<file path="src/rtl/gpio_pkg.sv">
// rtl/gpio_pkg.sv - register offsets, bus encodings and error-FSM states for the AHB GPIO slave
package gpio_pkg;

  localparam logic [3:0] DOUT_OFF = 4'h0;
  localparam logic [3:0] OE_OFF   = 4'h4;
  localparam logic [3:0] DIN_OFF  = 4'h8;
  localparam logic [3:0] IRQ_OFF  = 4'hC;

  localparam logic HRESP_OKAY  = 1'b0;
  localparam logic HRESP_ERROR = 1'b1;

  localparam logic [2:0] HSIZE_WORD = 3'b010;

  typedef enum logic [1:0] {
    ST_IDLE = 2'd0,
    ST_ERR1 = 2'd1,
    ST_ERR2 = 2'd2
  } err_state_t;

endpackage

</file>
<file path="src/rtl/gpio_sync.sv">
// rtl/gpio_sync.sv - WIDTH-bit two-flop synchronizer for asynchronous pin inputs
module gpio_sync #(
  parameter int WIDTH = 32
) (
  input  logic             clk,
  input  logic             rstn,
  input  logic [WIDTH-1:0] d,
  output logic [WIDTH-1:0] q
);

  logic [WIDTH-1:0] meta_q;

  always_ff @(posedge clk or negedge rstn) begin
    if (!rstn) begin
      meta_q <= '0;
      q      <= '0;
    end else begin
      meta_q <= d;
      q      <= meta_q;
    end
  end

endmodule

</file>
<file path="src/rtl/ahb_gpio_slave.sv">
// rtl/ahb_gpio_slave.sv - AHB-Lite GPIO slave: DOUT/OE/DIN registers, two-cycle ERROR response
// Optional GPIO_IRQ_EN adds rising-edge IRQ_STAT (W1C) at offset 0xC and drives irq.
module ahb_gpio_slave
  import gpio_pkg::*;
#(
  parameter int               WIDTH   = 32,
  parameter int               ADDR_W  = 4,
  parameter logic [WIDTH-1:0] RST_OUT = '0
) (
  input  logic              clk,
  input  logic              rstn,
  input  logic              hsel,
  input  logic [ADDR_W-1:0] haddr,
  input  logic [1:0]        htrans,
  input  logic              hwrite,
  input  logic [2:0]        hsize,
  input  logic              hready,
  input  logic [WIDTH-1:0]  hwdata,
  output logic [WIDTH-1:0]  hrdata,
  output logic              hreadyout,
  output logic              hresp,
  input  logic [WIDTH-1:0]  gpio_in,
  output logic [WIDTH-1:0]  gpio_out,
  output logic [WIDTH-1:0]  gpio_oe,
  output logic              irq
);

  logic [WIDTH-1:0]  dout_q, oe_q, din;
  logic              dp_valid_q, dp_write_q;
  logic [ADDR_W-1:0] dp_addr_q;
  err_state_t        state_q, state_d;
  logic              accept, acc_err, mapped, irq_mapped, wr_en;
  logic              unused_htrans;

  function automatic logic is_off(input logic [ADDR_W-1:0] a, input logic [3:0] off);
    return a == ADDR_W'(off);
  endfunction

  gpio_sync #(.WIDTH(WIDTH)) u_sync (
    .clk  (clk),
    .rstn (rstn),
    .d    (gpio_in),
    .q    (din)
  );

  assign unused_htrans = htrans[0];
  assign accept        = hsel & htrans[1] & hready;

`ifdef GPIO_IRQ_EN
  assign irq_mapped = is_off(haddr, IRQ_OFF);
`else
  assign irq_mapped = 1'b0;
`endif

  assign mapped  = is_off(haddr, DOUT_OFF) | is_off(haddr, OE_OFF) | is_off(haddr, DIN_OFF) | irq_mapped;
  assign acc_err = ~mapped | (haddr[1:0] != 2'b00) | (hsize != HSIZE_WORD)
                 | (hwrite & is_off(haddr, DIN_OFF));

  // Erroneous transfers never become a valid data phase, so they cannot touch registers.
  always_ff @(posedge clk or negedge rstn) begin
    if (!rstn) begin
      dp_valid_q <= 1'b0;
      dp_write_q <= 1'b0;
      dp_addr_q  <= '0;
    end else if (hready) begin
      dp_valid_q <= accept & ~acc_err;
      dp_write_q <= hwrite;
      dp_addr_q  <= haddr;
    end
  end

  always_ff @(posedge clk or negedge rstn) begin
    if (!rstn) state_q <= ST_IDLE;
    else       state_q <= state_d;
  end

  always_comb begin
    state_d   = ST_IDLE;
    hreadyout = 1'b1;
    hresp     = HRESP_OKAY;
    unique case (state_q)
      ST_IDLE: if (accept && acc_err) state_d = ST_ERR1;
      ST_ERR1: begin
        state_d   = ST_ERR2;
        hreadyout = 1'b0;
        hresp     = HRESP_ERROR;
      end
      ST_ERR2: begin
        hresp = HRESP_ERROR;
        if (accept && acc_err) state_d = ST_ERR1;
      end
      default: state_d = ST_IDLE;
    endcase
  end

  assign wr_en = dp_valid_q & dp_write_q & hready;

  always_ff @(posedge clk or negedge rstn) begin
    if (!rstn) begin
      dout_q <= RST_OUT;
      oe_q   <= '0;
    end else if (wr_en) begin
      if (is_off(dp_addr_q, DOUT_OFF)) dout_q <= hwdata;
      if (is_off(dp_addr_q, OE_OFF))   oe_q   <= hwdata;
    end
  end

`ifdef GPIO_IRQ_EN
  logic [WIDTH-1:0] din_q, irq_stat_q, irq_stat_d, irq_clr;
  logic             irq_q;

  // Set is OR-ed in after the clear so a coincident edge keeps the bit.
  assign irq_clr    = (wr_en && is_off(dp_addr_q, IRQ_OFF)) ? hwdata : '0;
  assign irq_stat_d = (irq_stat_q & ~irq_clr) | (din & ~din_q);

  always_ff @(posedge clk or negedge rstn) begin
    if (!rstn) begin
      din_q      <= '0;
      irq_stat_q <= '0;
      irq_q      <= 1'b0;
    end else begin
      din_q      <= din;
      irq_stat_q <= irq_stat_d;
      irq_q      <= |irq_stat_d;
    end
  end

  assign irq = irq_q;
`else
  assign irq = 1'b0;
`endif

  // A write landing at the end of the previous data phase is already in the
  // register here, which gives write-then-read forwarding for free.
  always_comb begin
    hrdata = '0;
    if (dp_valid_q && !dp_write_q) begin
      if (is_off(dp_addr_q, DOUT_OFF))     hrdata = dout_q;
      else if (is_off(dp_addr_q, OE_OFF))  hrdata = oe_q;
      else if (is_off(dp_addr_q, DIN_OFF)) hrdata = din;
`ifdef GPIO_IRQ_EN
      else if (is_off(dp_addr_q, IRQ_OFF)) hrdata = irq_stat_q;
`endif
    end
  end

  assign gpio_out = dout_q;
  assign gpio_oe  = oe_q;

endmodule

</file>
<file path="config.mk">
export PLATFORM = sky130hd
export DESIGN_NAME = ahb_gpio_slave
export DESIGN_NICKNAME = d
export VERILOG_FILES = /design/src/rtl/gpio_pkg.sv /design/src/rtl/gpio_sync.sv /design/src/rtl/ahb_gpio_slave.sv
export SDC_FILE = /design/constraint.sdc
export NUM_CORES = 1
export LEC_CHECK = 0
export CORE_UTILIZATION = 47
export CTS_BUF_LIST = sky130_fd_sc_hd__clkbuf_8
export CTS_CLUSTER_DIAMETER = 200
export DETAILED_ROUTE_END_ITERATION = 10
export PLACE_DENSITY = 0.86
export SLEW_MARGIN = 5
export SYNTH_ARGS = -nofsm -noshare
export SYNTH_HDL_FRONTEND = slang
export SYNTH_SLANG_ARGS = --single-unit
</file>
<file path="constraint.sdc">
create_clock -name clk -period 2.38 [get_ports clk]
set_input_delay 0.714 -clock clk [delete_from_list [all_inputs] [get_ports clk]]
set_output_delay 0.714 -clock clk [all_outputs]
set_load 0.05 [all_outputs]
</file>
==> metrics.csv, run 1 <==
metric;value;unit
Pleak;4.24;nW
Hold Vio Cnt, Final;0;
number of diodes;0;
Slew @ Worst Pin;582;ps
syn avg cell area;14.7;sq um
CP endpoint kind;primary output;
mux contribution to synthesized area;0.169;
placed cell area;7870;sq um
Synth Instances;353;
row count;38;
Critical Path RT;1670;ps
XOR/XNOR Fraction of Synth Area;0;
Setup violations, final;32;
Synth Area in Simple Gates;0.0399;
Compound-Gate Fraction of Synth Area;0.0894;
RSZ-0062 raised after global routing;yes;
maxcap violations;0;
total gr overflow;0;
vias in the first global route;4203;
syn_nets;436;
max_slew headroom;0.614;
WS Path Type;flop to primary output;
dominant cells by area after synthesis;dfrtp_1, mux2_4, mux2_2;
global-route wire length before repair;23300;um
DRT Pass-1 Iters;4;
hold-fix buffers at CTS;0;
root buf cell;clkbuf_8;
Total Wirelength;15500;um
pwr dens;536;nW/um^2
initial DRC count;214;
antenna-violating nets left;0;
Yosys top cell area share;0.654;
FILL cells;588;
core footprint;10800;sq um
Cell Chain, Critical Path;buf_6 -> nor4b_4 -> buf_6 -> buf_12 -> buf_12 -> o221ai_4 -> a21oi_4 -> buf_12;
GPL Wtd Cong;0.762;
hpwl dp;9380;um
initial antenna violation count;0;
clock insertion delay at the later pin of the skew report;430;ps
Die W;107;um
layout cells sized above 1;0.412;
worst hold slack;222;ps
clock buffer depth;2;
TritonCTS clock tree;done;
die area;11500;sq um
most used cell, CP;buf_12;
Starting Density;0.482;
post-route clock period utilization;1.22;
Period minus WS final;2910;ps
Seq/Total Area, Yosys;0.654;
clk_skew;12.7;ps
max incr delay on CP;410;ps
clock slew at the register clock pins of the worst setup and hold paths;80;ps
Clock Sinks;136;
area leader, netlist;dfrtp_1;
max-slew violation count;0;
nets@finish;634;
Die H;107;um
failing checks;negative setup slack;
dominant combinational cell family by area after synthesis;multiplexers;
port bufs;174;
area grow syn2layout;69.3;%
Slowest-stage cell, CP;dfrtp_1;
Startpoint Class;flop;
gr usage total;0.280;
vias;3791;
CP arrival;2190;ps
mapped cell area;5200;sq um
DRC;0;
worst min path class;input pin to asynchronous set/reset pin;
via/cell ratio;5.39;
I/O Pins;177;
fmax;0.344;GHz
area of the multi-input gates;2310;sq um
CTS H-tree depth;4;
Num CTS Buffers;17;
VDD IR-drop max;0.398;mV
Finished Cell Area;8810;sq um
adder-cell share of the synthesized area;0.0120;
largest net degree at the start of global routing;51;
Yosys cell types;29;
YS warnings;0;
area occupied by registers;3410;sq um
Crit Path Max Fanout;5;
WL/cell;22.1;um
outcome;finished with violations;
synthesis-stage register bit count;136;
setup ws final;-527;ps
-- cells in the mapped netlist --
cell       instances
and4b_1            1
nor2b_1            2
nor4_1             1
dfrtp_1          136
inv_1              4
a41o_1             1
o211a_1            1
nand2_1           32
buf_4              1
nor3_1             1
o2bb2ai_1          1
mux2_2            37
buf_6              8
or3_1              2
o21ai_0            2
o221ai_1          31
or4_1              1
nor2_4             1
a21oi_1           31
mux2_4            30
buf_1              1
ha_1               5
clkbuf_1          15
nor2_1             1
nor4b_1            1
conb_1             1
mux2_1             1
nand3_1            2
buf_2              2
-- report_power, final --
part           switching [W]  leakage [nW]  internal (W)
logic               0.000288          2.32      0.000198
clock network       0.000884         0.186      0.000945
registers          0.0000324          1.74       0.00238
-- worst paths after layout --
path / from / to / slack, ps / cells after the start
max in group asynchronous: rstn / gpio_oe[9] / 1550 / 2
max: dp_addr_q[1] / hrdata[18] / -530 / 8
min reg2reg: u_sync.meta_q[20] / u_sync.q[20] / 350 / 0
min: rstn / gpio_oe[26] / 220 / 1
max reg2reg: dp_addr_q[3] / gpio_oe[15] / 80 / 5
min in group clk: u_sync.meta_q[20] / u_sync.q[20] / 350 / 0
-- critical path, delay by kind of cell (launching register included) --
kind / cells / cell delay, ps
AOI/OAI and AO/OA: 2 / 260
buffers and inverters: 5 / 770
DFF: 1 / 410
and+or+nand+nor: 1 / 330
-- metal layers --
metal,track usage,up-vias,part of all wire
met1,0.325,1956,0.38
li1,-,1671,-
met5,0,-,0
met4,0.138,0,0.029
met2,0.485,136,0.55
met3,0.0650,28,0.040
-- state kept, by name, indices dropped and copies added (netlist names) --
name           cells
u_sync.q          32
dp_write_q         1
state_q            2
gpio_out          32
u_sync.meta_q     32
dp_addr_q          4
dp_valid_q         1
gpio_oe           32
-- cells by family after synthesis --
group | Yosys count
other | 1
multiplexers | 68
AND/OR/NAND/NOR | 45
flip-flops | 136
AO/OA/AOI/OAI | 67
adder cells (fa/ha/maj) | 5
buffers and inverters | 31
-- final cells by class --
cell class / instances / share of cell area
clock buffer: 18 / 0.0281
clock inverter: 13 / 0.0151
inverter: 4 / 0.00199
multi-input combinational: 186 / 0.262
sequential: 136 / 0.387
tap: 140 / 0.0199
timing repair buffer: 206 / 0.286
-- metrics by stage --
step	power (W)	utilization	setup slack, ps	setup TNS (ps)	std cells
floorplan	0.00262	-	-61.3	-66.5	353
global placement	0.00287	0.729	-95.4	-2190	662
detailed placement	0.00289	0.729	-119	-3210	662
CTS	0.00474	0.803	-501	-14640	703
global route	0.00491	0.816	-639	-17800	703
finish	0.00473	0.816	-527	-14590	703
-- cell usage in the layout, fill, tap and decap left out, types with 5 or more instances in the layout --
cell / synthesis / routed
a21oi_4: 0 / 28
mux2_2: 37 / 37
dfrtp_1: 136 / 135
clkinvlp_4: 0 / 5
dlygate4sd2_1: 0 / 48
inv_1: 4 / 5
buf_4: 1 / 13
ha_1: 5 / 5
buf_12: 0 / 45
dlymetal6s2s_1: 0 / 16
buf_6: 8 / 6
mux2_4: 30 / 30
clkdlybuf4s50_1: 0 / 75
clkbuf_8: 0 / 18
o221ai_4: 0 / 13
o221ai_2: 0 / 18
nand2_1: 32 / 32
-- repair_timing --
action,4_1_cts,5_1_grt
gates cloned,4,0
gates resized for setup,97,30
endpoints found under the hold margin,0,0
setup endpoints to repair,51,46
pin swaps,2,1
setup buffers,7,1
(Power assumes the default switching activity.)
==> run 2, diff against run 1 <==
--- a/config.mk
+++ b/config.mk
@@ -9,6 +9,7 @@
 export CTS_BUF_LIST = sky130_fd_sc_hd__clkbuf_8
 export CTS_CLUSTER_DIAMETER = 200
 export DETAILED_ROUTE_END_ITERATION = 10
+export HOLD_SLACK_MARGIN = 0.1
 export PLACE_DENSITY = 0.86
 export SLEW_MARGIN = 5
 export SYNTH_ARGS = -nofsm -noshare
==> constraint.sdc (replaced) <==
create_clock -name clk -period 2.8 [get_ports clk]
set_input_delay 0.84 -clock clk [delete_from_list [all_inputs] [get_ports clk]]
set_output_delay 0.84 -clock clk [all_outputs]
set_load 0.05 [all_outputs]
==> run 2 against run 1 <==
The flow still finishes with violations (negative setup slack). Clock power fell by 15%. Cell count fell by 1.7%. Worst setup slack improved by 390 ps.
==> metrics.csv, run 2 (synthesis results as in run 1) <==
metric;value;unit
outcome;finished with violations;
failing checks;negative setup slack;
FILL cells;680;
maxcap violations;0;
DRT Pass-1 Iters;5;
area of the multi-input gates;1900;sq um
max_slew headroom;0.602;
FF-to-FF End;gpio_oe[22];
Hold Vio Cnt, Final;0;
RSZ-0062 raised after global routing;yes;
Finished Cell Area;8160;sq um
GPL Wtd Cong;0.761;
Slew @ Worst Pin;597;ps
Setup crit end;hrdata[17];
Die H;107;um
row count;38;
CTS H-tree depth;4;
layout cells sized above 1;0.374;
clock buffer depth;2;
gr usage total;0.247;
clk_skew;14.4;ps
Critical Path RT;1960;ps
hold-fix buffers at CTS;0;
VDD IR-drop max;0.361;mV
DRC;0;
WL/cell;19.5;um
core footprint;10800;sq um
die area;11500;sq um
Setup TNS;-3010;ps
Setup violations, final;32;
FF-to-FF setup slack;520;ps
Pleak;3.57;nW
pwr dens;483;nW/um^2
CP endpoint kind;primary output;
setup ws final;-133;ps
Num CTS Buffers;17;
worst min path class;input pin to asynchronous set/reset pin;
TritonCTS clock tree;done;
crit path from;dp_addr_q[3];
clock insertion delay at the later pin of the skew report;430;ps
via/cell ratio;5.40;
hpwl dp;9160;um
total gr overflow;0;
Layout Cells excl Fill;691;
overall power;0.00394;W
largest net degree at the start of global routing;74;
fmax;0.341;GHz
root buf cell;clkbuf_8;
antenna-violating nets left;0;
Period minus WS final;2930;ps
initial antenna violation count;0;
placed cell area;7540;sq um
max-slew violation count;0;
Die W;107;um
initial DRC count;172;
Total Wirelength;13400;um
nets@finish;621;
Crit Reg-Reg Startpoint;dp_addr_q[3];
area occupied by registers;3400;sq um
most frequent cells in the layout;clkdlybuf4s50_1, dfrtp_1, mux2_2, buf_12, nand2_1;
clock slew at the register clock pins of the worst setup and hold paths;90;ps
vias;3728;
area grow syn2layout;56.7;%
R2R cell count;5;
most common library cell in the layout ignoring fill and taps;clkdlybuf4s50_1;
I/O Pins;177;
port bufs;174;
Starting Density;0.482;
WS Path Type;flop to primary output;
placed cells;655;
CP arrival;2090;ps
post-route clock period utilization;1.05;
Startpoint Class;flop;
global-route wire length before repair;21200;um
number of diodes;0;
Clock Sinks;136;
vias in the first global route;3995;
Crit Path Max Fanout;16;
[run 2: cell count changes in the layout (fill, tap and decap cells not counted), moves of 2 or more]
| cell | delta |
|---|---|
| a21oi_4 | -28 |
| buf_12 | -8 |
| clkdlybuf4s50_1 | +64 |
| o221ai_4 | -11 |
| dlymetal6s2s_1 | -16 |
| inv_6 | +4 |
| buf_6 | -4 |
| a21oi_2 | +28 |
| o221ai_1 | +12 |
| dlygate4sd2_1 | -46 |
| buf_16 | -3 |
| inv_8 | +2 |
[run 2: worst max-delay path, stage by stage, from the launching register on]
cell      delay [ps]
dfrtp_2          420
or4_4            580
buf_12           190
o221ai_1         200
a21oi_2           80
buf_12           180
[run 2: what timing repair did]
action / 4_1_cts / 5_1_grt
resized for setup: 14 / 22
setup buffers: 2 / 2
cloned: 0 / 0
pin swaps: 0 / 2
setup endpoints to repair: 34 / 32
[run 2: worst min-delay path by stage]
stage	startpoint	to	slack, ps	cells past startpoint
5_1_grt	rstn	u_sync.meta_q[26]	270	1
3_5_place_dp	u_sync.meta_q[23]	u_sync.q[23]	330	0
4_1_cts	rstn	u_sync.meta_q[26]	270	1
2_1_floorplan	u_sync.meta_q[0]	u_sync.q[0]	330	0
3_3_place_gp	u_sync.meta_q[29]	u_sync.q[29]	330	0
6_report	rstn	u_sync.meta_q[26]	280	1
[run 2: cell type report]
class	count	share of cell area
clock inverter	15	0.0176
inverter	4	0.00184
tap	140	0.0215
clock buffer	17	0.0287
timing repair buffer	193	0.280
multi-input combinational	186	0.232
sequential	136	0.417
[run 2: power breakdown]
| part | internal [W] | switching [W] | total, W |
|---|---|---|---|
| Sequential | 0.00202 | 0.0000277 | 0.00205 |
| Combinational | 0.000145 | 0.000187 | 0.000332 |
| Clock | 0.000723 | 0.000834 | 0.00156 |
| Total | 0.00289 | 0.00105 | 0.00394 |
[run 2: routing by layer]
layer	global-route usage	part of all wire	wire [um]	vias up
met5	0	0	0	-
met4	0.0939	0.023	312	0
met3	0.0693	0.057	766	26
met2	0.437	0.54	7250	145
met1	0.284	0.38	5120	1917
li1	-	-	-	1640
[run 2: through the flow]
step | hold slack [ps] | utilization | setup WS (ps)
after detailed placement | 335 | 0.699 | 184
after floorplan | 331 | - | 37.8
after global placement | 331 | 0.699 | 184
final | 279 | 0.756 | -133
after global routing | 268 | 0.756 | -210
after CTS | 266 | 0.742 | -142
